**config.mk**
```make
export PLATFORM = sky130hd
export DESIGN_NAME = ram32_arbiter
export DESIGN_NICKNAME = d
export VERILOG_FILES = /design/src/rtl/ram32_pkg.sv /design/src/rtl/ram32_arbiter_rr_arb2.sv /design/src/rtl/ram32_arbiter.sv
export SDC_FILE = /design/constraint.sdc
export NUM_CORES = 1
export LEC_CHECK = 0
export BUFFER_PORTS_ARGS = -buffer_cell sky130_fd_sc_hd__buf_2
export CORE_ASPECT_RATIO = 1.2
export CORE_MARGIN = 10
export CORE_UTILIZATION = 40
export DETAILED_ROUTE_END_ITERATION = 6
export PLACE_DENSITY = 0.87
export SLEW_MARGIN = 20
export SYNTH_ARGS = -nofsm -noshare
export SYNTH_HDL_FRONTEND = slang
export SYNTH_SLANG_ARGS = --single-unit
```
**constraint.sdc**
```tcl
create_clock -name clk -period 3.6 [get_ports clk]
set_clock_uncertainty 0.15 [all_clocks]
set_input_delay 0.36 -clock clk [delete_from_list [all_inputs] [get_ports clk]]
set_output_delay 0.36 -clock clk [all_outputs]
set_load 0.02 [all_outputs]
```
**src/rtl/ram32_pkg.sv**
```systemverilog
// Shared sizes and enums for the RAM32 arbiter slice.
package ram32_pkg;
    localparam int RAM32_WORDS = 32;
    localparam int RAM32_AW    = 5;
    localparam int RAM32_DW    = 32;
    localparam int RAM32_BEW   = 4;

    typedef enum logic {ST_INIT, ST_RUN} state_e;
    typedef enum logic {REQ_A, REQ_B} req_e;
endpackage

```
**src/rtl/ram32_arbiter_rr_arb2.sv**
```systemverilog
// Two-way round-robin grant; the pointer always moves to the requester not just served.
module rr_arb2
    import ram32_pkg::*;
(
    input  logic clk,
    input  logic rst,
    input  logic i_en,
    input  logic i_req_a,
    input  logic i_req_b,
    output logic o_gnt_a,
    output logic o_gnt_b
);
    req_e r_ptr;

    always_comb begin
        o_gnt_a = 1'b0;
        o_gnt_b = 1'b0;
        if (i_en) begin
            if (i_req_a && i_req_b) begin
                o_gnt_a = (r_ptr == REQ_A);
                o_gnt_b = (r_ptr == REQ_B);
            end else begin
                o_gnt_a = i_req_a;
                o_gnt_b = i_req_b;
            end
        end
    end

    always_ff @(posedge clk or posedge rst) begin
        if (rst) begin
            r_ptr <= REQ_A;
        end else if (o_gnt_a) begin
            r_ptr <= REQ_B;
        end else if (o_gnt_b) begin
            r_ptr <= REQ_A;
        end
    end
endmodule

```
**src/rtl/ram32_arbiter.sv**
```systemverilog
// Two-requester controller for the RAM32 macro: init sweep after reset/clear,
// then round-robin single-cycle accesses with a one-cycle response strobe.
module ram32_arbiter
    import ram32_pkg::*;
#(
    parameter logic [RAM32_DW-1:0] INIT_VALUE    = 32'h0000_0000,
    parameter bit                  INIT_ON_RESET = 1'b1
) (
    input  logic                 clk,
    input  logic                 rst,
    input  logic                 a_valid,
    output logic                 a_ready,
    input  logic                 a_we,
    input  logic [RAM32_BEW-1:0] a_be,
    input  logic [RAM32_AW-1:0]  a_addr,
    input  logic [RAM32_DW-1:0]  a_wdata,
    output logic                 a_rsp_valid,
    output logic [RAM32_DW-1:0]  a_rdata,
    input  logic                 b_valid,
    output logic                 b_ready,
    input  logic                 b_we,
    input  logic [RAM32_BEW-1:0] b_be,
    input  logic [RAM32_AW-1:0]  b_addr,
    input  logic [RAM32_DW-1:0]  b_wdata,
    output logic                 b_rsp_valid,
    output logic [RAM32_DW-1:0]  b_rdata,
    input  logic                 clear,
    output logic                 init_done,
    output logic                 ram_en,
    output logic [RAM32_AW-1:0]  ram_addr,
    output logic [RAM32_BEW-1:0] ram_we,
    output logic [RAM32_DW-1:0]  ram_di,
    input  logic [RAM32_DW-1:0]  ram_do
);
    state_e                r_state;
    state_e                w_state_nxt;
    logic [RAM32_AW-1:0]   r_cnt;
    logic [RAM32_AW-1:0]   w_cnt_nxt;
    logic                  r_pend;
    logic                  r_pend_rd;
    req_e                  r_owner;
    logic [RAM32_DW-1:0]   r_a_rdata;
    logic [RAM32_DW-1:0]   r_b_rdata;
    logic                  w_arb_en;
    logic                  w_gnt_a;
    logic                  w_gnt_b;
    logic                  w_xfer_a;
    logic                  w_xfer_b;

    // The macro pins stay quiet while reset is held, even though the state already reads INIT.
    assign w_arb_en = !rst && (r_state == ST_RUN) && !clear;

    rr_arb2 u_arb (
        .clk     (clk),
        .rst     (rst),
        .i_en    (w_arb_en),
        .i_req_a (a_valid),
        .i_req_b (b_valid),
        .o_gnt_a (w_gnt_a),
        .o_gnt_b (w_gnt_b)
    );

    assign a_ready  = w_gnt_a;
    assign b_ready  = w_gnt_b;
    assign w_xfer_a = a_valid && w_gnt_a;
    assign w_xfer_b = b_valid && w_gnt_b;

    always_comb begin
        w_state_nxt = r_state;
        w_cnt_nxt   = r_cnt;
        ram_en      = 1'b0;
        ram_addr    = '0;
        ram_we      = '0;
        ram_di      = '0;
        case (r_state)
            ST_INIT: begin
                if (!rst) begin
                    ram_en   = 1'b1;
                    ram_addr = r_cnt;
                    ram_we   = '1;
                    ram_di   = INIT_VALUE;
                end
                if (r_cnt == RAM32_AW'(RAM32_WORDS - 1)) begin
                    w_state_nxt = ST_RUN;
                    w_cnt_nxt   = '0;
                end else begin
                    w_cnt_nxt = r_cnt + 1'b1;
                end
            end
            ST_RUN: begin
                if (w_xfer_a) begin
                    ram_en   = 1'b1;
                    ram_addr = a_addr;
                    ram_we   = a_we ? a_be : '0;
                    ram_di   = a_wdata;
                end else if (w_xfer_b) begin
                    ram_en   = 1'b1;
                    ram_addr = b_addr;
                    ram_we   = b_we ? b_be : '0;
                    ram_di   = b_wdata;
                end
            end
            default: w_state_nxt = ST_INIT;
        endcase
        if (clear) begin
            w_state_nxt = ST_INIT;
            w_cnt_nxt   = '0;
        end
    end

    always_ff @(posedge clk or posedge rst) begin
        if (rst) begin
            r_state <= INIT_ON_RESET ? ST_INIT : ST_RUN;
            r_cnt   <= '0;
        end else begin
            r_state <= w_state_nxt;
            r_cnt   <= w_cnt_nxt;
        end
    end

    always_ff @(posedge clk or posedge rst) begin
        if (rst) begin
            r_pend    <= 1'b0;
            r_pend_rd <= 1'b0;
            r_owner   <= REQ_A;
            r_a_rdata <= '0;
            r_b_rdata <= '0;
        end else begin
            r_pend    <= w_xfer_a || w_xfer_b;
            r_pend_rd <= w_xfer_a ? !a_we : !b_we;
            r_owner   <= w_xfer_b ? REQ_B : REQ_A;
            if (r_pend && r_pend_rd && (r_owner == REQ_A)) begin
                r_a_rdata <= ram_do;
            end
            if (r_pend && r_pend_rd && (r_owner == REQ_B)) begin
                r_b_rdata <= ram_do;
            end
        end
    end

    assign a_rsp_valid = r_pend && (r_owner == REQ_A);
    assign b_rsp_valid = r_pend && (r_owner == REQ_B);
    assign a_rdata     = r_a_rdata;
    assign b_rdata     = r_b_rdata;
    assign init_done   = (r_state == ST_RUN);
endmodule
```
==> results of run 1 <==
area by class of cell:
class	instances	area [um2]
Tap cell	114	143
Clock inverter	2	10.0
Multi-Input combinational cell	155	1420
Inverter	2	7.51
Fill cell	742	3390
Sequential cell	74	1850
Timing Repair Buffer	237	1200
Clock buffer	13	179
power breakdown:
part           internal, mW  switching (mW)
registers             0.883          0.0269
clock network         0.320           0.277
logic                 0.126           0.159
total                  1.33           0.463
routing by layer:
layer,track usage,vias to the layer above,part of all wire
met1,0.159,1449,0.33
met4,0.101,0,0.039
met3,0.0850,30,0.11
met2,0.319,172,0.52
li1,-,1391,-
met5,0,-,0
cell usage in the layout, fill, tap and decap left out, drive strengths merged:
cell type / n
clkbuf: 13
mux2: 64
nand4: 1
inv: 2
mux2i: 3
nand3b: 2
or3: 1
nand2b: 1
ha: 2
dfrtp: 74
nor3: 6
nand2: 4
clkinv: 2
a31oi: 1
and2: 7
nand4bb: 1
buf: 236
a311o: 4
nand3: 1
or2: 1
nor2b: 1
and3: 3
a22o: 32
o21ai: 2
a22oi: 1
a21oi: 3
dlygate4sd3: 1
a221o: 5
nor3b: 1
nor2: 8
what timing repair did:
item	CTS	global route
hold buffers	1	0
setup endpoints to repair	0	0
endpoints found under the hold margin	30	0
cell families (layout without fill, tap and decap cells):
logic type / Yosys count / after routing / share of synthesized area
DFF: 74 / 74 / 0.546
muxes: 67 / 67 / 0.221
AOI/OAI and AO/OA: 48 / 48 / 0.121
and+or+nand+nor: 38 / 38 / 0.0682
buffers and inverters: 20 / 254 / 0.0372
adders and majority gates: 2 / 2 / 0.00737
flip-flops by register name, summed over array words and instances (netlist names):
register	flops
r_pend_rd	1
r_owner	1
r_pend	1
r_cnt	5
b_rdata	32
a_rdata	32
u_arb.r_ptr	1
init_done	1
final timing paths:
check                         endpoint  cells after the start   startpoint
max in group asynchronous  b_rdata[10]                      4          rst
hold / removal              b_rdata[8]                      2    ram_do[8]
setup / recovery            ram_di[12]                      7          rst
min in group asynchronous  u_arb.r_ptr                      3          rst
hold reg to reg            b_rdata[19]                      1  b_rdata[19]
setup reg to reg             r_pend_rd                      4    init_done
per-stage QoR:
step / power [mW] / utilization
final: 1.79 / 0.587
after global routing: 1.87 / 0.587
after CTS: 1.82 / 0.587
after detailed placement: 1.22 / 0.563
after global placement: 1.20 / 0.563
after floorplan: 1.06 / -
==> flow_metrics.tcl, run 1 <==
set metrics [dict create \
    synth-async-reset-ratio 1.00 \
    peakVddDrop_mv 0.170 \
    wl_per_cell_um 19.4 \
    drive_gt1_frac 0.663 \
    yosys-top-cells-area "dfrtp_1 55%, mux2_2 21%, a22o_1 8.3%, buf_2 1.6%, a221o_1 1.5%" \
    synthTopCellsByCount "74 x dfrtp_1, 64 x mux2_2, 32 x a22o_1, 11 x buf_2" \
    tightest_slew_ns 0.740 \
    fin_setup_tns_ns 0 \
    cts_sinks 74 \
    fin_area_mm2 0.00481 \
    yosysSeqAreaShare 0.546 \
    power.leakage_nw 2.52 \
    grt_max_degree 45 \
    place_worst_setup_slack_ns 0.926 \
    hold_viol_final 0 \
    drv_slew 0 \
    fin_crit_sh 0.886 \
    start_util 0.414 \
    relSlewSlack 0.506 \
    area_growth_syn_to_layout_pct 41.7 \
    synth_edf_count 0 \
    wl_um 11600 \
    rsz0062_at_grt "no" \
    status "complete, no violations" \
    fin_nets 602 \
    globalplace.congestion 0.854 \
    dp.cells 581 \
    yosysMostFrequentCell "dfrtp_1" \
    synth.distinct_cells 30 \
    coreArea_mm2 0.00820 \
    grt_antenna_before_repair 0 \
    fin_crit_ns 3.19 \
    grt_usage 0.177 \
    critPathKind "input port to primary output" \
    ys_warn_count 0 \
    powerDensity_mw_per_mm2 372 \
    syn_area_per_cell_um2 13.6 \
    cap_violations 0 \
    cp.required_ns 3.09 \
    viasPerCell 5.10 \
    syn_area_mm2 0.00339 \
    die_height_um 121 \
    cts_tree "yes" \
    r2r_slack_ns 1.38 \
    cp_top_family "buffers and inverters" \
    antenna_cells 0 \
    yosysTopAreaCell "dfrtp_1" \
    holdWs_ns 0.109 \
    h-tree-depth 3 \
    timing.fmax_mhz 313 \
    critPathSlowestCell "nor2_2" \
    final_cells 597 \
    first_pass_iters 4 \
    synthCells 249 \
    path_max_fanout 22 \
    crit_chain "dlygate4sd3_1 > buf_2 > nand4bb_4 > nor2_2 > buf_4 > a22o_1 > buf_2" \
    clk_path_buf_depth 2 \
    grt_pass1_vias 3349 \
    worstPathBufferInverterCount 4 \
    placed_cell_area_mm2 0.00461 \
    vias 3042 \
    clock_latency_ns 0.34 \
    finalSetupViolations 0 \
    start_kind "input port" \
    ant_nets 0 \
    fp-row-count 36 \
    cts_buffers 9 \
    hp-class "input port to register" \
    critPathMostFrequentCell "buf_2" \
    cts-root-buf "clkbuf_8" \
    synth_nets 372 \
    fin_ws_ns 0.409 \
    drc_errors 0 \
    die-area_mm2 0.0126 \
    dp_hpwl_um 9700 \
    ys.flop_type "dfrtp_1" \
    worstSetupEndpointType "primary output" \
    arrival_ns 2.68 \
    synth_top_area_share 0.546 \
    die_w_um 104 \
    place.port_buffers 231 \
    grt_pass1_wl_um 17700 \
    first_iter_violations 100 \
    ioPinCount 232 \
    post_cts_buffers 0 \
    ctsResizeCount 0 \
    slowest_delay_ns 0.60 \
    clkTransAtPathRegs_ns 0.07 \
    grt_overflow_total 0 \
    synth-seq-cells 74 \
]
Power figures use the tool's default switching activity.
==> run 2: changes to the inputs <==
--- a/config.mk
+++ b/config.mk
@@ -5,8 +5,7 @@
 export SDC_FILE = /design/constraint.sdc
 export NUM_CORES = 1
 export LEC_CHECK = 0
-export BUFFER_PORTS_ARGS = -buffer_cell sky130_fd_sc_hd__buf_2
-export CORE_ASPECT_RATIO = 1.2
+export BUFFER_PORTS_ARGS = -buffer_cell sky130_fd_sc_hd__clkbuf_2
 export CORE_MARGIN = 10
 export CORE_UTILIZATION = 40
 export DETAILED_ROUTE_END_ITERATION = 6
==> constraint.sdc (replaced) <==
create_clock -name clk -period 3.7 [get_ports clk]
set_clock_uncertainty 0.15 [all_clocks]
set_input_delay 0.37 -clock clk [delete_from_list [all_inputs] [get_ports clk]]
set_output_delay 0.37 -clock clk [all_outputs]
set_load 0.02 [all_outputs]
==> flow_metrics.tcl, run 2 (synthesized netlist as in run 1, its figures left out) <==
set metrics [dict create \
    viasPerCell 5.12 \
    first_iter_violations 167 \
    power.switching_mw 0.484 \
    die-area_mm2 0.0126 \
    tightest_slew_ns 0.877 \
    wl_per_cell_um 19.8 \
    placed_cell_area_mm2 0.00461 \
    place.port_buffers 231 \
    hold_viol_final 0 \
    cts_tree "yes" \
    final_common_cell "clkbuf_2" \
    cts_sinks 74 \
    routed-wl-met2_um 5990 \
    antenna_cells 0 \
    fillers 701 \
    fin_setup_tns_ns 0 \
    ctsResizeCount 0 \
    dr.max_layer_used "met4" \
    rsz0062_at_grt "no" \
    clkTransAtPathRegs_ns 0.08 \
    internal_power_mw 1.22 \
    fin_crit_sh 0.762 \
    die_w_um 112 \
    coreArea_mm2 0.00826 \
    grt_max_degree 45 \
    cts_buffers 9 \
    final_cell_mix "231 x clkbuf_2, 74 x dfrtp_1, 64 x mux2_2" \
    h-tree-depth 3 \
    cap_violations 0 \
    m1WireLength_um 4680 \
    hp-class "input port to async pin" \
    ant_nets 0 \
    finalSetupViolations 0 \
    ioPinCount 232 \
    cts-root-buf "clkbuf_8" \
    pwr-share-comb 0.162 \
    grt_pass1_wl_um 18200 \
    start_kind "register" \
    dp_hpwl_um 9720 \
    drv_slew 0 \
    met3_length_um 896 \
    wl_um 11600 \
    p_clk_frac 0.317 \
    arrival_ns 2.30 \
    fin_nets 602 \
    area_growth_syn_to_layout_pct 40.8 \
    clock_latency_ns 0.33 \
    relSlewSlack 0.413 \
    grt_antenna_before_repair 0 \
    powerDensity_mw_per_mm2 358 \
    fp-row-count 33 \
    seqPwrFrac 0.520 \
    timing.fmax_mhz 355 \
    drive_gt1_frac 0.663 \
    post_cts_buffers 0 \
    vias 3018 \
    critPathKind "register to primary output" \
    multi_input_area_mm2 0.00142 \
    first_pass_iters 4 \
    holdBufCountCts 0 \
    seq_area_mm2 0.00185 \
    status "complete, no violations" \
    peakVddDrop_mv 0.225 \
    die_height_um 112 \
    swShare 0.283 \
    grt_overflow_total 0 \
    power.leakage_nw 2.51 \
    start_util 0.411 \
    path_max_fanout 44 \
    grt_pass1_vias 3368 \
    worstSetupEndpointType "primary output" \
    fin_area_mm2 0.00478 \
    clk_path_buf_depth 2 \
    globalplace.congestion 0.898 \
    fin_crit_ns 2.82 \
    drc_errors 0 \
    grt_usage 0.176 \
    cp.required_ns 3.18 \
]
[run 2: cell types whose count changed in the layout (fill, tap and decap cells not counted), sizes merged]
| cell | delta |
|---|---|
| clkbuf | +228 |
| clkinvlp | +2 |
| dlygate4sd3 | -1 |
| clkinv | +1 |
| buf | -230 |
| inv | +1 |
[run 2: critical path, stage by stage (launching register included)]
cell	delay [ns]
dfrtp_1	0.61
nor3b_2	0.29
and3_1	0.18
buf_4	0.38
a22o_1	0.29
clkbuf_2	0.21
[run 2: worst paths after layout]
| path | start | end | slack [ns] | cells past startpoint |
|---|---|---|---|---|
| max in group asynchronous | rst | a_rdata[29] | 2.52 | 3 |
| worst min register to register | a_rdata[11] | a_rdata[11] | 0.36 | 1 |
| worst max register to register | r_owner | a_rdata[19] | 1.57 | 3 |
| worst max-delay path | init_done | ram_di[18] | 0.88 | 5 |
| worst min-delay path | rst | u_arb.r_ptr | 0.003 | 2 |
| min in group clk | ram_do[18] | a_rdata[18] | 0.13 | 2 |
[run 2: cell type report]
class                   count  share of cell area
well taps                 105              0.0275
clock buffers              10              0.0267
flip-flops and latches     74               0.388
repair buffers            237               0.251
inverters                   2             0.00157
clock inverters             6             0.00890
multi-input cells         155               0.296
[run 2: power groups by stage]
stage | combinational, mW | clock, mW | sequential [mW]
floorplan | 0.0770 | 0 | 0.957
global placement | 0.272 | 0 | 0.899
detailed placement | 0.281 | 0 | 0.905
CTS | 0.282 | 0.558 | 0.889
global route | 0.302 | 0.603 | 0.894
finish | 0.277 | 0.542 | 0.889
[run 2: per-layer routing]
metal | vias to the layer above | track usage
met5 | - | 0
met4 | 0 | 0.0305
met3 | 8 | 0.0655
met2 | 132 | 0.304
met1 | 1479 | 0.206
li1 | 1399 | -
[run 2: per-stage QoR]
stage / setup slack (ns) / hold slack (ns) / cells / util / total power [mW]
global route: 0.727 / 0.0462 / 589 / 0.579 / 1.80
detailed placement: 1.27 / 0.343 / 573 / 0.558 / 1.19
CTS: 0.886 / 0.00921 / 589 / 0.579 / 1.73
global placement: 1.38 / 0.336 / 573 / 0.558 / 1.17
finish: 0.881 / 0.00345 / 589 / 0.579 / 1.71
floorplan: 1.30 / 0.310 / 249 / - / 1.03
==> run 3: changes to the inputs <==
--- a/config.mk
+++ b/config.mk
@@ -5,11 +5,12 @@
 export SDC_FILE = /design/constraint.sdc
 export NUM_CORES = 1
 export LEC_CHECK = 0
+export ABC_AREA = 1
 export BUFFER_PORTS_ARGS = -buffer_cell sky130_fd_sc_hd__clkbuf_2
 export CORE_MARGIN = 10
-export CORE_UTILIZATION = 40
+export CORE_UTILIZATION = 38
 export DETAILED_ROUTE_END_ITERATION = 6
-export PLACE_DENSITY = 0.87
+export PLACE_DENSITY = 0.85
 export SLEW_MARGIN = 20
 export SYNTH_ARGS = -nofsm -noshare
 export SYNTH_HDL_FRONTEND = slang
==> constraint.sdc (replaced) <==
create_clock -name clk -period 2.3 [get_ports clk]
set_clock_uncertainty 0.15 [all_clocks]
set_input_delay 0.23 -clock clk [delete_from_list [all_inputs] [get_ports clk]]
set_output_delay 0.23 -clock clk [all_outputs]
set_load 0.02 [all_outputs]
==> flow_metrics.tcl, run 3 <==
set metrics [dict create \
    wl_per_cell_um 14.8 \
    relSlewSlack 0.596 \
    status "complete, no violations" \
    globalplace.congestion 0.862 \
    cts_sinks 74 \
    grt_max_degree 54 \
    drc_errors 0 \
    synth_nets 582 \
    antenna_cells 0 \
    start_util 0.387 \
    placed_cell_area_mm2 0.00484 \
    first_pass_iters 5 \
    peakVddDrop_mv 0.281 \
    first_iter_violations 250 \
    die_w_um 117 \
    critPathKind "input port to primary output" \
    die-area_mm2 0.0136 \
    p_total_mw 2.76 \
    fin_setup_tns_ns 0 \
    tightest_slew_ns 0.603 \
    hold_viol_final 0 \
    timing.fmax_mhz 463 \
    synth.distinct_cells 19 \
    drv_slew 0 \
    grt_overflow_total 0 \
    path_max_fanout 33 \
    fp-row-count 35 \
    synth-async-reset-ratio 1.00 \
    ys.flop_type "dfrtp_1" \
    wl_um 12200 \
    ioPinCount 232 \
    final_common_cell "clkbuf_2" \
    critPathSlowestCell "dlygate4sd3_1" \
    fin_area_mm2 0.00529 \
    die_height_um 117 \
    synthTopCellsByCount "158 x nand2_1, 74 x dfrtp_1, 67 x o21ai_0, 65 x nand3_1, 53 x inv_1" \
    cp.required_ns 1.92 \
    clkTransAtPathRegs_ns 0.08 \
    place.port_buffers 231 \
    yosysTopAreaCell "dfrtp_1" \
    start_kind "input port" \
    grt_antenna_before_repair 0 \
    fin_crit_sh 0.938 \
    synthCells 459 \
    grt_usage 0.172 \
    arrival_ns 1.78 \
    fin_util 0.575 \
    clock_latency_ns 0.34 \
    yosysMostFrequentCell "nand2_1" \
    yosys-top-cells-area "dfrtp_1 52%, nand2_1 17%, o21ai_0 9.4%, nand3_1 9.1%, inv_1 5.6%" \
    syn_area_mm2 0.00356 \
    viasPerCell 4.67 \
    dp_hpwl_um 9520 \
    powerDensity_mw_per_mm2 523 \
    worstSetupEndpointType "primary output" \
    synth_top_area_share 0.520 \
    holdWs_ns 0.0162 \
    drive_gt1_frac 0.368 \
    cts-root-buf "clkbuf_8" \
    grt_pass1_vias 3937 \
    h-tree-depth 3 \
    grt_pass1_wl_um 18900 \
    dp.cells 784 \
    cts_tree "yes" \
    slowest_delay_ns 0.53 \
    rsz0062_at_grt "no" \
    coreArea_mm2 0.00920 \
    ys_warn_count 0 \
    finalSetupViolations 0 \
    ant_nets 0 \
    vias 3857 \
    cts_buffers 9 \
    crit_chain "dlygate4sd3_1 > clkbuf_2 > nor2_4 > nand2_4 > inv_8 > nand2_1 > nand2_1 > clkbuf_2" \
    hp-class "input port to register" \
    clk_path_buf_depth 2 \
    final_cells 826 \
    fin_ws_ns 0.142 \
    fin_crit_ns 2.16 \
    final_cell_mix "231 x clkbuf_2, 156 x nand2_1, 73 x dfrtp_1" \
    synth_edf_count 0 \
    fin_nets 833 \
    area_growth_syn_to_layout_pct 48.5 \
    place_worst_setup_slack_ns 0.323 \
    synth-seq-cells 74 \
    power.leakage_nw 3.17 \
    yosysSeqAreaShare 0.520 \
    syn_area_per_cell_um2 7.76 \
    cap_violations 0 \
]
==> run 3: repair_timing <==
action,in CTS,in global routing
gates resized for setup,1,2
endpoints found under the setup margin,32,34
endpoints found under the hold margin,61,0
setup buffers,0,0
hold buffers,26,0
==> run 3: layout make-up <==
| cell class | count | area (um2) |
|---|---|---|
| sequential | 74 | 1850 |
| inverter | 54 | 210 |
| fill | 841 | 3910 |
| multi-input combinational | 307 | 1390 |
| timing repair buffer | 264 | 1520 |
| clock buffer | 11 | 141 |
| tap | 111 | 139 |
| clock inverter | 5 | 37.5 |
==> run 3: cell families (layout without fill, tap and decap cells) <==
family / count (synthesis) / in the layout / synth area share
AND/OR/NAND/NOR: 233 / 233 / 0.274
buffers and inverters: 78 / 334 / 0.0914
flip-flops: 74 / 74 / 0.520
AO/OA/AOI/OAI: 71 / 71 / 0.105
adder cells (fa/ha/maj): 2 / 2 / 0.00703
XOR/XNOR: 1 / 1 / 0.00246
==> run 3: per-layer routing <==
layer,routed length (um),global-route usage
met5,0,0
met4,320,0.0675
met3,1380,0.0663
met2,5740,0.273
met1,4810,0.205
==> run 3: worst paths after layout <==
kind                             start           to  slack, ns  cells after the start
max                                rst   ram_di[11]       0.14                      8
min                         ram_do[30]  a_rdata[30]       0.02                      3
max reg2reg                    r_owner  a_rdata[13]       0.62                      4
min reg2reg                a_rdata[10]  a_rdata[10]       0.34                      2
max in group asynchronous          rst  b_rdata[28]       1.00                      4
min in group asynchronous          rst     r_cnt[3]       0.36                      3
==> run 3: critical path: cells and delay by family <==
kind	cells	cell delay (ns)
buf+inv	4	1.02
simple gates	4	0.53
==> run 3: report_power, final <==
group | internal (mW) | leakage, nW | total (mW) | switching, mW
registers | 1.36 | 0.709 | 1.42 | 0.0573
clock network | 0.427 | 0.0863 | 0.911 | 0.483
logic | 0.197 | 2.38 | 0.438 | 0.241
total | 1.98 | 3.17 | 2.76 | 0.782
